File: src/rtl/event_store_pkg.sv
// Shared constants, S2MM status/error bit positions and FSM states for the
// event store write path.
package event_store_pkg;

  localparam logic [18:0] START_OFFSET_DEF = 19'h03E00;
  localparam logic [18:0] EVENT_BYTES_DEF  = 19'd459008;
  localparam int          TRACK_DEPTH_DEF  = 4;

  // S2MM status byte {OK, SLVERR, DECERR, INTERR, tag[3:0]}
  localparam int STS_OK     = 7;
  localparam int STS_SLVERR = 6;
  localparam int STS_DECERR = 5;
  localparam int STS_INTERR = 4;

  // Completion error byte
  localparam int ERR_NOT_OK   = 0;
  localparam int ERR_RESP     = 1;
  localparam int ERR_INTERR   = 2;
  localparam int ERR_SHORT    = 3;
  localparam int ERR_OVERFLOW = 4;
  localparam int ERR_TAG      = 5;

  typedef enum logic [1:0] {IDLE, ISSUE_CMD, STREAM, DRAIN} state_t;

  function automatic logic [15:0] qwords_of(input logic [18:0] bytes);
    return 16'(bytes >> 3);
  endfunction

  // 72-bit S2MM command: tag in [71:68], 32-bit address with the buffer upper
  // address above the payload offset, DRR=0, EOF=1, DSA=0, INCR=1, 23-bit BTT.
  function automatic logic [71:0] make_cmd(input logic [3:0]  tag,
                                           input logic [11:0] upper_addr,
                                           input logic [18:0] offset,
                                           input logic [18:0] btt);
    return {tag, 4'h0, 1'b0, upper_addr, offset, 1'b0, 1'b1, 6'b0, 1'b1, 4'b0, btt};
  endfunction

endpackage

File: src/rtl/event_store_tracker.sv
// In-flight command tracker: FIFO of {overflow, short, tag, upper_addr}; the
// header is pushed at command issue and the length flags are filled in later.
module event_store_tracker
  import event_store_pkg::*;
#(
  parameter int DEPTH = TRACK_DEPTH_DEF
) (
  input  logic                     memclk,
  input  logic                     memresetn,
  input  logic                     push,
  input  logic [15:0]              push_hdr,
  input  logic                     flag_we,
  input  logic [1:0]               flag_data,
  input  logic                     pop,
  output logic [17:0]              head,
  output logic                     full,
  output logic                     empty,
  output logic [$clog2(DEPTH):0]   count
);

  localparam int AW = $clog2(DEPTH);

  logic [AW:0]   wr_ptr_reg;
  logic [AW:0]   rd_ptr_reg;
  logic [AW-1:0] wr_idx;
  logic [AW-1:0] rd_idx;
  logic [AW-1:0] last_idx;
  logic          push_ok;
  logic          pop_ok;
  logic [17:0]   entry [DEPTH];

  assign wr_idx   = wr_ptr_reg[AW-1:0];
  assign rd_idx   = rd_ptr_reg[AW-1:0];
  assign last_idx = wr_idx - 1'b1;
  assign count    = wr_ptr_reg - rd_ptr_reg;
  assign full     = (count == (AW+1)'(DEPTH));
  assign empty    = (count == '0);
  assign push_ok  = push && !full;
  assign pop_ok   = pop && !empty;
  assign head     = entry[rd_idx];

  always_ff @(posedge memclk or negedge memresetn) begin
    if (!memresetn) begin
      wr_ptr_reg <= '0;
      rd_ptr_reg <= '0;
    end else begin
      if (push_ok) wr_ptr_reg <= wr_ptr_reg + 1'b1;
      if (pop_ok)  rd_ptr_reg <= rd_ptr_reg + 1'b1;
    end
  end

  generate
    for (genvar gi = 0; gi < DEPTH; gi++) begin : g_entry
      logic [15:0] hdr_reg;
      logic [1:0]  flag_reg;

      // Flags always target the most recently pushed entry
      always_ff @(posedge memclk or negedge memresetn) begin
        if (!memresetn) begin
          hdr_reg  <= '0;
          flag_reg <= '0;
        end else if (push_ok && wr_idx == AW'(gi)) begin
          hdr_reg  <= push_hdr;
          flag_reg <= '0;
        end else if (flag_we && last_idx == AW'(gi)) begin
          flag_reg <= flag_data;
        end
      end

      assign entry[gi] = {flag_reg, hdr_reg};
    end
  endgenerate

endmodule

File: src/rtl/event_store_generator.sv
// Pairs event streams with free buffers, issues S2MM commands, enforces the
// event length and turns S2MM status into 24-bit header completions.
module event_store_generator
  import event_store_pkg::*;
#(
  parameter logic [18:0] START_OFFSET = START_OFFSET_DEF,
  parameter logic [18:0] EVENT_BYTES  = EVENT_BYTES_DEF,
  parameter int          TRACK_DEPTH  = TRACK_DEPTH_DEF
) (
  input  logic        memclk,
  input  logic        memresetn,
  input  logic [11:0] s_addr_tdata,
  input  logic        s_addr_tvalid,
  output logic        s_addr_tready,
  input  logic [63:0] s_ev_tdata,
  input  logic        s_ev_tvalid,
  input  logic        s_ev_tlast,
  output logic        s_ev_tready,
  output logic [71:0] m_cmd_tdata,
  output logic        m_cmd_tvalid,
  input  logic        m_cmd_tready,
  output logic [63:0] m_wr_tdata,
  output logic        m_wr_tvalid,
  output logic        m_wr_tlast,
  output logic [7:0]  m_wr_tkeep,
  input  logic        m_wr_tready,
  input  logic [7:0]  s_sts_tdata,
  input  logic        s_sts_tvalid,
  output logic        s_sts_tready,
  output logic [23:0] m_cmpl_tdata,
  output logic        m_cmpl_tvalid,
  input  logic        m_cmpl_tready,
  output logic [2:0]  inflight_o,
  output logic        any_err_o
);

  localparam logic [15:0] QW_LAST = qwords_of(EVENT_BYTES) - 16'd1;
  localparam int          CW      = $clog2(TRACK_DEPTH) + 1;

  state_t      state_reg, state_next;
  logic [3:0]  tag_reg;
  logic [11:0] addr_reg;
  logic [15:0] cnt_reg;
  logic        run_reg;
  logic        beat_acc;
  logic        last_beat;

  logic          trk_push;
  logic          trk_flag_we;
  logic [1:0]    trk_flag_data;
  logic          trk_pop;
  logic [17:0]   trk_head;
  logic          trk_full;
  logic          trk_empty;
  logic [CW-1:0] trk_count;
  logic          trk_ovf, trk_short;
  logic [3:0]    trk_tag;
  logic [11:0]   trk_addr;

  logic        cmpl_valid_reg;
  logic [23:0] cmpl_data_reg;
  logic        any_err_reg;
  logic        sts_acc;
  logic [7:0]  err;

  assign m_cmd_tdata = make_cmd(tag_reg, addr_reg, START_OFFSET, EVENT_BYTES);
  assign m_wr_tdata  = s_ev_tdata;
  assign m_wr_tkeep  = 8'hFF;
  assign last_beat   = (cnt_reg == QW_LAST);

  always_ff @(posedge memclk or negedge memresetn) begin
    if (!memresetn) state_reg <= IDLE;
    else            state_reg <= state_next;
  end

  always_comb begin
    state_next    = state_reg;
    s_addr_tready = 1'b0;
    m_cmd_tvalid  = 1'b0;
    s_ev_tready   = 1'b0;
    m_wr_tvalid   = 1'b0;
    m_wr_tlast    = 1'b0;
    trk_push      = 1'b0;
    trk_flag_we   = 1'b0;
    trk_flag_data = 2'b00;
    beat_acc      = 1'b0;
    case (state_reg)
      IDLE: begin
        // run_reg keeps s_addr_tready low while reset is held
        if (run_reg && s_addr_tvalid && s_ev_tvalid && !trk_full) begin
          s_addr_tready = 1'b1;
          state_next    = ISSUE_CMD;
        end
      end
      ISSUE_CMD: begin
        m_cmd_tvalid = 1'b1;
        if (m_cmd_tready) begin
          trk_push   = 1'b1;
          state_next = STREAM;
        end
      end
      STREAM: begin
        m_wr_tvalid = s_ev_tvalid;
        s_ev_tready = m_wr_tready;
        m_wr_tlast  = last_beat || s_ev_tlast;
        if (s_ev_tvalid && m_wr_tready) begin
          beat_acc = 1'b1;
          if (m_wr_tlast) begin
            trk_flag_we   = 1'b1;
            trk_flag_data = {last_beat && !s_ev_tlast, s_ev_tlast && !last_beat};
            state_next    = (last_beat && !s_ev_tlast) ? DRAIN : IDLE;
          end
        end
      end
      DRAIN: begin
        s_ev_tready = 1'b1;
        if (s_ev_tvalid && s_ev_tlast) state_next = IDLE;
      end
      default: state_next = IDLE;
    endcase
  end

  always_ff @(posedge memclk or negedge memresetn) begin
    if (!memresetn) begin
      tag_reg  <= '0;
      addr_reg <= '0;
      cnt_reg  <= '0;
      run_reg  <= 1'b0;
    end else begin
      run_reg <= 1'b1;
      if (s_addr_tready) addr_reg <= s_addr_tdata;
      if (trk_push) begin
        tag_reg <= tag_reg + 4'd1;
        cnt_reg <= '0;
      end else if (beat_acc) begin
        cnt_reg <= cnt_reg + 16'd1;
      end
    end
  end

  event_store_tracker #(.DEPTH(TRACK_DEPTH)) u_tracker (
    .memclk    (memclk),
    .memresetn (memresetn),
    .push      (trk_push),
    .push_hdr  ({tag_reg, addr_reg}),
    .flag_we   (trk_flag_we),
    .flag_data (trk_flag_data),
    .pop       (trk_pop),
    .head      (trk_head),
    .full      (trk_full),
    .empty     (trk_empty),
    .count     (trk_count)
  );

  assign {trk_ovf, trk_short, trk_tag, trk_addr} = trk_head;

  // Status path runs independently of the command FSM
  assign s_sts_tready = !trk_empty && (!cmpl_valid_reg || m_cmpl_tready);
  assign sts_acc      = s_sts_tready && s_sts_tvalid;
  assign trk_pop      = sts_acc;

  always_comb begin
    err               = 8'h00;
    err[ERR_NOT_OK]   = !s_sts_tdata[STS_OK];
    err[ERR_RESP]     = s_sts_tdata[STS_SLVERR] | s_sts_tdata[STS_DECERR];
    err[ERR_INTERR]   = s_sts_tdata[STS_INTERR];
    err[ERR_SHORT]    = trk_short;
    err[ERR_OVERFLOW] = trk_ovf;
    err[ERR_TAG]      = (s_sts_tdata[3:0] != trk_tag);
  end

  always_ff @(posedge memclk or negedge memresetn) begin
    if (!memresetn) begin
      cmpl_valid_reg <= 1'b0;
      cmpl_data_reg  <= '0;
      any_err_reg    <= 1'b0;
    end else if (sts_acc) begin
      cmpl_valid_reg <= 1'b1;
      cmpl_data_reg  <= {trk_tag, trk_addr, err};
      if (err != 8'h00) any_err_reg <= 1'b1;
    end else if (m_cmpl_tready) begin
      cmpl_valid_reg <= 1'b0;
    end
  end

  assign m_cmpl_tvalid = cmpl_valid_reg;
  assign m_cmpl_tdata  = cmpl_data_reg;
  assign any_err_o     = any_err_reg;
  assign inflight_o    = 3'(trk_count);

endmodule

File: config.mk
export PLATFORM = sky130hd
export DESIGN_NAME = event_store_generator
export DESIGN_NICKNAME = d
export VERILOG_FILES = /design/src/rtl/event_store_pkg.sv /design/src/rtl/event_store_tracker.sv /design/src/rtl/event_store_generator.sv
export SDC_FILE = /design/constraint.sdc
export NUM_CORES = 1
export LEC_CHECK = 0
export BUFFER_PORTS_ARGS = -buffer_cell sky130_fd_sc_hd__buf_2
export CAP_MARGIN = 20
export CORE_MARGIN = 1.5
export CORE_UTILIZATION = 50
export DETAILED_ROUTE_END_ITERATION = 8
export PLACE_DENSITY = 0.86
export SLEW_MARGIN = 0
export SYNTH_ARGS = -nofsm -noshare
export SYNTH_HDL_FRONTEND = slang
export SYNTH_HIERARCHICAL = 1
export SYNTH_SLANG_ARGS = --single-unit
File: constraint.sdc
create_clock -name memclk -period 3.7 [get_ports memclk]
set_input_delay 0 -clock memclk [delete_from_list [all_inputs] [get_ports memclk]]
set_output_delay 0 -clock memclk [all_outputs]
set_load 0.02 [all_outputs]
==> metrics.txt, run 1 <==
# TYPE chip_impl_metric gauge
chip_impl_metric{name="final_cell_count_no_fill",unit=""} 829
chip_impl_metric{name="drive_above_1_share",unit="%"} 38.29
chip_impl_info{name="layout_commonest_cell",value="sky130_fd_sc_hd__dfrtp_1"} 1
chip_impl_metric{name="tightestPinTransition",unit="ns"} 0.9805
chip_impl_metric{name="die_y",unit="microns"} 125.2
chip_impl_metric{name="clk_path_buf_depth",unit=""} 2
chip_impl_info{name="worst-setup-path-type",value="reg -> reg"} 1
chip_impl_metric{name="syn-instance-count",unit=""} 591
chip_impl_metric{name="cellPowerDensity",unit="mW/mm^2"} 813.6
chip_impl_metric{name="post_drt_via_cell_ratio",unit=""} 5.241
chip_impl_metric{name="antenna_violations_before_repair",unit=""} 0
chip_impl_metric{name="residual_drc",unit=""} 0
chip_impl_info{name="synth_top_flop_cell",value="sky130_fd_sc_hd__dfrtp_1"} 1
chip_impl_metric{name="numPortBuffers",unit=""} 77
chip_impl_metric{name="synth.avg_cell_area",unit="sq um"} 12.63
chip_impl_metric{name="synth-edff-count",unit=""} 0
chip_impl_metric{name="worst_skew_pair.late_latency",unit="ns"} 0.42
chip_impl_metric{name="largest_register_ff_count",unit=""} 64
chip_impl_metric{name="antenna_cells_inserted",unit=""} 0
chip_impl_metric{name="setup_viol_count_final",unit=""} 0
chip_impl_metric{name="clock_sinks",unit=""} 137
chip_impl_metric{name="grt_first_pass_wirelength",unit="microns"} 23850
chip_impl_metric{name="layout.filler_cells",unit=""} 1180
chip_impl_metric{name="globalRouteTotalUtil",unit="%"} 19.47
chip_impl_metric{name="synth-seq-area-share",unit="%"} 45.93
chip_impl_info{name="critical-path-slowest-cell",value="sky130_fd_sc_hd__dlygate4sd3_1"} 1
chip_impl_metric{name="antenna_violating_nets_post_route",unit=""} 0
chip_impl_metric{name="final_core_util",unit="%"} 55.70
chip_impl_metric{name="post_cts_resized",unit=""} 0
chip_impl_metric{name="timing.clock.skew",unit="ns"} 0.007542
chip_impl_metric{name="drt_first_iter_violations",unit=""} 174
chip_impl_metric{name="async_flop_share",unit="%"} 100.0
chip_impl_metric{name="irDropWorstVdd",unit="mV"} 0.4353
chip_impl_info{name="clk_root_buffer_cell",value="sky130_fd_sc_hd__clkbuf_16"} 1
chip_impl_metric{name="route.vias.total",unit=""} 4345
chip_impl_metric{name="totalPowerFinal",unit="W"} 0.006586
chip_impl_info{name="hold_path.class",value="in -> out"} 1
chip_impl_metric{name="drv_cap",unit=""} 0
chip_impl_metric{name="hold_buffers",unit=""} 24
chip_impl_metric{name="std_cell_rows",unit=""} 44
chip_impl_metric{name="synth_warnings",unit=""} 6
chip_impl_metric{name="min_tclk_post_route",unit="ns"} 3.234
chip_impl_metric{name="clk_transition_reported_paths",unit="ns"} 0.05
chip_impl_metric{name="finalHoldViolations",unit=""} 0
chip_impl_metric{name="top_level_ports",unit=""} 272
chip_impl_info{name="endpoint_kind",value="flip-flop"} 1
chip_impl_metric{name="grt_overflow_total",unit=""} 0
chip_impl_metric{name="floorplan.initialDensity",unit="%"} 51.36
chip_impl_metric{name="first_global_vias",unit=""} 4447
chip_impl_metric{name="critPathRequiredTime",unit="ns"} 4.00
chip_impl_metric{name="final.period_utilization",unit="%"} 87.39
chip_impl_metric{name="globalplace.congestion",unit=""} 0.8098
chip_impl_metric{name="p_leak",unit="nW"} 4.039
chip_impl_info{name="critical_path.cell_chain",value="inv_1 > ha_1 > fa_1 > nand2_1 > nor2_1 > nand4b_1 > nor3_2 > buf_4 > o21bai_1 > nand3b_1 > dlygate4sd3_1"} 1
chip_impl_metric{name="synth.cell_area",unit="sq mm"} 0.007465
chip_impl_metric{name="highest_net_fanout_along_the_worst_path",unit=""} 14
chip_impl_metric{name="post_dp_cell_area",unit="sq mm"} 0.007237
chip_impl_info{name="cts_tree",value="done"} 1
chip_impl_metric{name="critical-path-max-stage-delay",unit="ns"} 0.55
chip_impl_metric{name="area_delta_synth_final",unit="%"} 8.448
chip_impl_info{name="run_status",value="finished clean"} 1
chip_impl_metric{name="worst_slew_margin_rel",unit="%"} 34.63
chip_impl_metric{name="totalNegativeSetupSlack",unit="ns"} 0
chip_impl_info{name="rsz0062_at_grt",value="false"} 1
chip_impl_metric{name="clock.fmax",unit="GHz"} 0.3093
chip_impl_metric{name="dpl.cell_count",unit=""} 774
chip_impl_metric{name="design.core.area",unit="sq mm"} 0.01453
chip_impl_info{name="most_frequent_cells_in_the_layout",value="sky130_fd_sc_hd__dfrtp_1 (137), sky130_fd_sc_hd__buf_2 (76), sky130_fd_sc_hd__conb_1 (67), sky130_fd_sc_hd__mux2_2 (66), sky130_fd_sc_hd__nand2_1 (38)"} 1
chip_impl_metric{name="dp.final_hpwl",unit="microns"} 9661
chip_impl_metric{name="first_pass_iters",unit=""} 6
chip_impl_metric{name="fin_nets",unit=""} 736
chip_impl_metric{name="synth_cell_type_count",unit=""} 54
chip_impl_metric{name="cts_setup_buffers",unit=""} 0
chip_impl_metric{name="grt_start_max_net_pins",unit=""} 110
chip_impl_metric{name="final-max-slew-violation-count",unit=""} 0
chip_impl_metric{name="postSynthRegisterBits",unit=""} 137
chip_impl_metric{name="floorplan_die_area",unit="sq mm"} 0.01567
chip_impl_metric{name="cts_inserted_buffers",unit=""} 17
chip_impl_metric{name="totalWireLength",unit="microns"} 14550
chip_impl_metric{name="postLayoutCellArea",unit="sq mm"} 0.008095
chip_impl_info{name="worstSetupStartpointType",value="flip-flop"} 1
chip_impl_metric{name="die_w",unit="microns"} 125.2
chip_impl_metric{name="detail_route.wl_per_cell",unit="microns"} 17.55
chip_impl_metric{name="cts.htree.levels",unit=""} 4
chip_impl_metric{name="cp.arrival",unit="ns"} 3.53
final cells by class:
type	instances	area, sq um	share of cell area (%)
inverter	8	30.03	0.3709
tap	184	230.2	2.844
multi-input combinational	361	3104	38.35
clock buffer	19	442.9	5.471
clock inverter	12	175.2	2.164
sequential	137	3428	42.35
timing repair buffer	108	684.4	8.454
synthesized netlist by cell type (all sizes together) (2+ instances only):
master	number	area, sq um
ha	9	112.6
xnor2	16	140.1
xor2	3	26.28
nor2	22	82.58
a21boi	8	71.31
o21bai	2	15.01
a21oi	4	20.02
nor3b	2	20.02
nand2	38	142.6
nor2b	4	25.02
a211o	2	17.52
inv	7	26.27
nand2b	2	12.51
nand4	7	43.79
conb	2	7.510
or3	2	12.51
nand3	14	70.07
dfrtp	137	3428
nand4b	2	32.53
nor3	9	55.05
o21ai	7	35.03
a31o	3	26.28
buf	146	1131
mux4	18	405.4
clkbuf	4	15.01
o211ai	3	63.81
mux2	98	1224
nand3b	3	22.52
nor4	4	40.04
kinds of logic after synthesis:
| logic type | after synthesis | synth area share, % |
|---|---|---|
| AO/OA/AOI/OAI | 32 | 3.654 |
| AND/OR/NAND/NOR | 115 | 8.280 |
| buffers and inverters | 158 | 15.76 |
| multiplexers | 117 | 21.96 |
| XOR/XNOR | 20 | 2.548 |
| adder cells (fa/ha/maj) | 10 | 1.777 |
| other | 2 | 0.1006 |
| flip-flops | 137 | 45.93 |
through the flow:
stage          hold WS, ns  setup WS [ns]
2_1_floorplan      -0.2956         0.6566
6_report       0.000007771         0.4664
5_1_grt         0.00003012         0.3290
4_1_cts          0.0001367         0.4995
3_5_place_dp     0.0001367         0.6967
3_3_place_gp     0.0001367         0.8236
worst max-delay path: cells and delay by family (launching register included):
| kind | cells | cell delay (ns) |
|---|---|---|
| buffers and inverters | 3 | 0.87 |
| AOI/OAI and AO/OA | 1 | 0.17 |
| DFF | 1 | 0.43 |
| and+or+nand+nor | 5 | 0.86 |
| adders and majority gates | 2 | 0.77 |
power by group:
group	switching (W)	internal, W
sequential	0.000415	0.00198
clock	0.000629	0.00114
combinational	0.00130	0.00112
worst paths after layout:
kind / startpoint / endpoint / slack [ns] / cells past startpoint
worst max register to register: u_tracker/wr_ptr_reg[0] / state_reg[0] / 0.47 / 11
worst min-delay path: s_ev_tdata[1] / m_wr_tdata[1] / 0.000008 / 0
worst max-delay path: u_tracker/wr_ptr_reg[0] / state_reg[0] / 0.47 / 11
max in group asynchronous: memresetn / u_tracker/g_entry[1].hdr_reg[4] / 2.43 / 3
min in group asynchronous: memresetn / addr_reg[4] / 0.25 / 2
worst min register to register: m_cmpl_tdata[0] / m_cmpl_tdata[0] / 0.48 / 2
layer usage:
layer  track usage (%)  wire, microns  vias to the layer above
met3             4.921            718                       39
met2             33.08           7528                      146
li1                  -              -                     1944
met1             23.75           6008                     2216
met5                 0              0                        -
met4             8.021            290                        0
No activity file was read; power rests on OpenSTA's default activity.
==> inputs of run 2 (changes only) <==
ABC_AREA = 1   (was default)
CORE_UTILIZATION = 51   (was 50)
GPL_TIMING_DRIVEN = 0   (was default)
clock period = 3 ns   (was 3.7 ns; I/O delays follow)
==> run 2 against run 1 <==
The run now ends with design-rule violations left. Clock-buffer cell count is 2 higher. Hold slack better by 0.046 ns. Critical path depth is 5 higher. Total power is 44% higher. Flip-flop and latch count stayed put. Cell count is 69% higher. First-iteration DRC count grew to 3.3 times the previous value. Via count is 63% higher. Final area is 20% higher.
==> metrics.txt, run 2 <==
# TYPE chip_impl_metric gauge
chip_impl_metric{name="critical-path-max-stage-delay",unit="ns"} 0.36
chip_impl_metric{name="clock_sinks",unit=""} 137
chip_impl_metric{name="residual_drc",unit=""} 13
chip_impl_metric{name="min_tclk_post_route",unit="ns"} 2.792
chip_impl_info{name="critical_path.cell_chain",value="inv_1 > ha_1 > fa_2 > inv_1 > nand2_1 > nand2_1 > nand2_1 > nand3_2 > buf_8 > buf_8 > inv_2 > nor2_2 > nand2_2 > inv_2 > buf_6 > buf_4"} 1
chip_impl_metric{name="top_level_ports",unit=""} 272
chip_impl_metric{name="synth-seq-area-share",unit="%"} 44.42
chip_impl_metric{name="final_core_util",unit="%"} 66.59
chip_impl_metric{name="synth_warnings",unit=""} 6
chip_impl_metric{name="synth_cell_type_count",unit=""} 40
chip_impl_info{name="synth_top_flop_cell",value="sky130_fd_sc_hd__dfrtp_1"} 1
chip_impl_metric{name="tightestPinTransition",unit="ns"} 0.7416
chip_impl_metric{name="totalWireLength",unit="microns"} 19830
chip_impl_metric{name="floorplan.initialDensity",unit="%"} 52.71
chip_impl_metric{name="antenna_violations_before_repair",unit=""} 0
chip_impl_metric{name="drt_first_iter_violations",unit=""} 576
chip_impl_info{name="hold_path.class",value="in -> reg"} 1
chip_impl_metric{name="cellPowerDensity",unit="mW/mm^2"} 972.6
chip_impl_metric{name="path_buf_inv",unit=""} 8
chip_impl_metric{name="antenna_cells_inserted",unit=""} 0
chip_impl_info{name="post-synth-top-area-cell",value="sky130_fd_sc_hd__dfrtp_1"} 1
chip_impl_metric{name="totalNegativeSetupSlack",unit="ns"} 0
chip_impl_metric{name="largest_register_ff_count",unit=""} 64
chip_impl_info{name="synth.cells.most_frequent",value="sky130_fd_sc_hd__nand2_1 (317), sky130_fd_sc_hd__dfrtp_1 (137), sky130_fd_sc_hd__buf_4 (131)"} 1
chip_impl_info{name="cts_tree",value="done"} 1
chip_impl_metric{name="worst_skew_pair.late_latency",unit="ns"} 0.42
chip_impl_metric{name="first_global_vias",unit=""} 6586
chip_impl_metric{name="die_w",unit="microns"} 126.0
chip_impl_metric{name="finalHoldViolations",unit=""} 0
chip_impl_metric{name="route.vias.total",unit=""} 7066
chip_impl_metric{name="globalRouteTotalUtil",unit="%"} 24.96
chip_impl_info{name="worst-setup-path-type",value="reg -> out"} 1
chip_impl_metric{name="highest_net_fanout_along_the_worst_path",unit=""} 19
chip_impl_metric{name="clk_transition_reported_paths",unit="ns"} 0.06
chip_impl_info{name="endpoint_kind",value="output port"} 1
chip_impl_metric{name="final-max-slew-violation-count",unit=""} 0
chip_impl_metric{name="drv_cap",unit=""} 0
chip_impl_metric{name="async_flop_share",unit="%"} 100.0
chip_impl_metric{name="critPathRequiredTime",unit="ns"} 3.00
chip_impl_info{name="crit_top_cell",value="sky130_fd_sc_hd__nand2_1"} 1
chip_impl_metric{name="cts.htree.levels",unit=""} 4
chip_impl_info{name="ys_top_cells_by_area",value="sky130_fd_sc_hd__dfrtp_1 (44%), sky130_fd_sc_hd__nand2_1 (15%), sky130_fd_sc_hd__buf_4 (13%)"} 1
chip_impl_metric{name="postSynthRegisterBits",unit=""} 137
chip_impl_metric{name="synth-edff-count",unit=""} 0
chip_impl_info{name="run_status",value="complete, but fails checks"} 1
chip_impl_info{name="most_frequent_cells_in_the_layout",value="sky130_fd_sc_hd__nand2_1 (316), sky130_fd_sc_hd__buf_2 (152), sky130_fd_sc_hd__dfrtp_1 (136), sky130_fd_sc_hd__buf_4 (135), sky130_fd_sc_hd__nand4_1 (70)"} 1
chip_impl_metric{name="clock.fmax",unit="GHz"} 0.3581
chip_impl_info{name="timing.critical_path.max_delay_family",value="buffers and inverters"} 1
chip_impl_info{name="critical-path-slowest-cell",value="sky130_fd_sc_hd__dfrtp_2"} 1
chip_impl_metric{name="area_delta_synth_final",unit="%"} 26.34
chip_impl_metric{name="design.core.area",unit="sq mm"} 0.01464
chip_impl_metric{name="globalplace.congestion",unit=""} 0.8789
chip_impl_metric{name="post_drt_via_cell_ratio",unit=""} 5.029
chip_impl_metric{name="synthDominantCellAreaShare",unit="%"} 44.42
chip_impl_info{name="worstSetupStartpointType",value="flip-flop"} 1
chip_impl_metric{name="synth.cell_area",unit="sq mm"} 0.007719
chip_impl_info{name="failed_checks",value="design-rule violations"} 1
chip_impl_metric{name="drive_above_1_share",unit="%"} 29.32
chip_impl_metric{name="irDropWorstVdd",unit="mV"} 0.5762
chip_impl_metric{name="syn-instance-count",unit=""} 961
chip_impl_info{name="clk_root_buffer_cell",value="sky130_fd_sc_hd__clkbuf_16"} 1
chip_impl_metric{name="detail_route.wl_per_cell",unit="microns"} 14.11
chip_impl_metric{name="first_pass_iters",unit=""} 9
chip_impl_info{name="rsz0062_at_grt",value="false"} 1
chip_impl_metric{name="final.period_utilization",unit="%"} 93.08
chip_impl_info{name="layout_commonest_cell",value="sky130_fd_sc_hd__nand2_1"} 1
chip_impl_metric{name="numPortBuffers",unit=""} 141
chip_impl_metric{name="cts_inserted_buffers",unit=""} 17
chip_impl_metric{name="fin_nets",unit=""} 1311
chip_impl_metric{name="synth.avg_cell_area",unit="sq um"} 8.032
chip_impl_metric{name="setup_viol_count_final",unit=""} 0
chip_impl_metric{name="timing.clock.skew",unit="ns"} 0.007401
chip_impl_metric{name="p_leak",unit="nW"} 5.463
chip_impl_metric{name="cp.arrival",unit="ns"} 2.79
chip_impl_metric{name="grt_first_pass_wirelength",unit="microns"} 31820
chip_impl_metric{name="dp.final_hpwl",unit="microns"} 14130
chip_impl_info{name="synth_most_common_cell",value="sky130_fd_sc_hd__nand2_1"} 1
chip_impl_metric{name="die_y",unit="microns"} 126.0
chip_impl_metric{name="grt_overflow_total",unit=""} 0
chip_impl_metric{name="clk_path_buf_depth",unit=""} 2
chip_impl_metric{name="std_cell_rows",unit=""} 44
chip_impl_metric{name="antenna_violating_nets_post_route",unit=""} 0
chip_impl_metric{name="floorplan_die_area",unit="sq mm"} 0.01588
chip_impl_metric{name="grt_start_max_net_pins",unit=""} 80
chip_impl_metric{name="worst_slew_margin_rel",unit="%"} 50.56
-- run 2: changes by cell type after synthesis, sizes merged, moves of 43 or more --
cell,previous run,this run
nand2,38,320
nand4,7,71
o21ai,7,56
inv,7,50
nor2,22,70
mux2,98,0
-- run 2: logic make-up (layout without fill, tap and decap cells) --
family / after synthesis / count (layout) / share of synthesized area [%]
xor gates and xnor gates: 8 / 8 / 0.9078
AOI/OAI and AO/OA: 92 / 92 / 6.387
buffers and inverters: 226 / 421 / 18.53
DFF: 137 / 137 / 44.42
and+or+nand+nor: 486 / 486 / 27.95
other: 2 / 67 / 0.09730
adders and majority gates: 10 / 10 / 1.718
-- run 2: report_power, final --
group | total [W] | switching, W | internal [W]
registers | 0.00316 | 0.000643 | 0.00252
logic | 0.00422 | 0.00281 | 0.00141
clock network | 0.00210 | 0.000793 | 0.00131
-- run 2: per-stage QoR --
stage / total power (W) / cell area (sq um) / worst slack, ns / instances / hold WS, ns
floorplan: 0.005925 / 7963 / 0.3101 / 1026 / -0.2956
global placement: 0.007110 / 8899 / 0.05919 / 1351 / 0.1943
detailed placement: 0.007239 / 8932 / 0.02597 / 1352 / 0.09487
CTS: 0.009470 / 9757 / 0.05374 / 1405 / 0.03316
global route: 0.01009 / 9752 / 0.01182 / 1405 / 0.07327
finish: 0.009484 / 9752 / 0.2077 / 1405 / 0.04576
-- run 2: area by class of cell --
cell class | instances | area (sq um)
buffer | 174 | 1231
clock buffer | 21 | 480.5
fill | 1197 | 4892
inverter | 51 | 193.9
tap | 184 | 230.2
sequential | 137 | 3430
clock inverter | 11 | 120.1
multi-input combinational | 663 | 3112
timing repair buffer | 164 | 954.7
-- run 2: timing repair --
action | in CTS | in global routing
resized for setup | 8 | 1
endpoints found under the hold margin | 96 | 0
pin swaps | 0 | 0
setup buffers | 2 | 1
endpoints found under the setup margin | 2 | 1
hold buffers | 19 | 0
-- run 2: path summary, 6_finish.rpt --
kind	from	to	slack [ns]	cells past startpoint
max in group asynchronous	memresetn	u_tracker/wr_ptr_reg[0]	2.05	3
min	s_sts_tdata[1]	any_err_o	0.05	5
max	u_tracker/wr_ptr_reg[0]	s_addr_tready	0.21	16
max reg2reg	u_tracker/wr_ptr_reg[0]	u_tracker/rd_ptr_reg[2]	0.27	14
min in group asynchronous	memresetn	addr_reg[5]	0.20	2
min reg2reg	u_tracker/g_entry[2].hdr_reg[14]	u_tracker/g_entry[2].hdr_reg[14]	0.47	2
-- run 2: per-layer routing --
layer	global-route usage [%]	vias up	routed length (microns)
li1	-	3419	-
met1	31.77	3259	7984
met2	42.79	354	9745
met3	6.245	34	1812
met4	6.356	0	289
met5	0	-	0
-- run 2: tightest hold or removal path, stage by stage --
cell and delay [ns]:
sky130_fd_sc_hd__buf_2 0.08, sky130_fd_sc_hd__xnor2_1 0.06, sky130_fd_sc_hd__nand3_1 0.07, sky130_fd_sc_hd__o21ai_0 0.13
sky130_fd_sc_hd__nand2_1 0.09
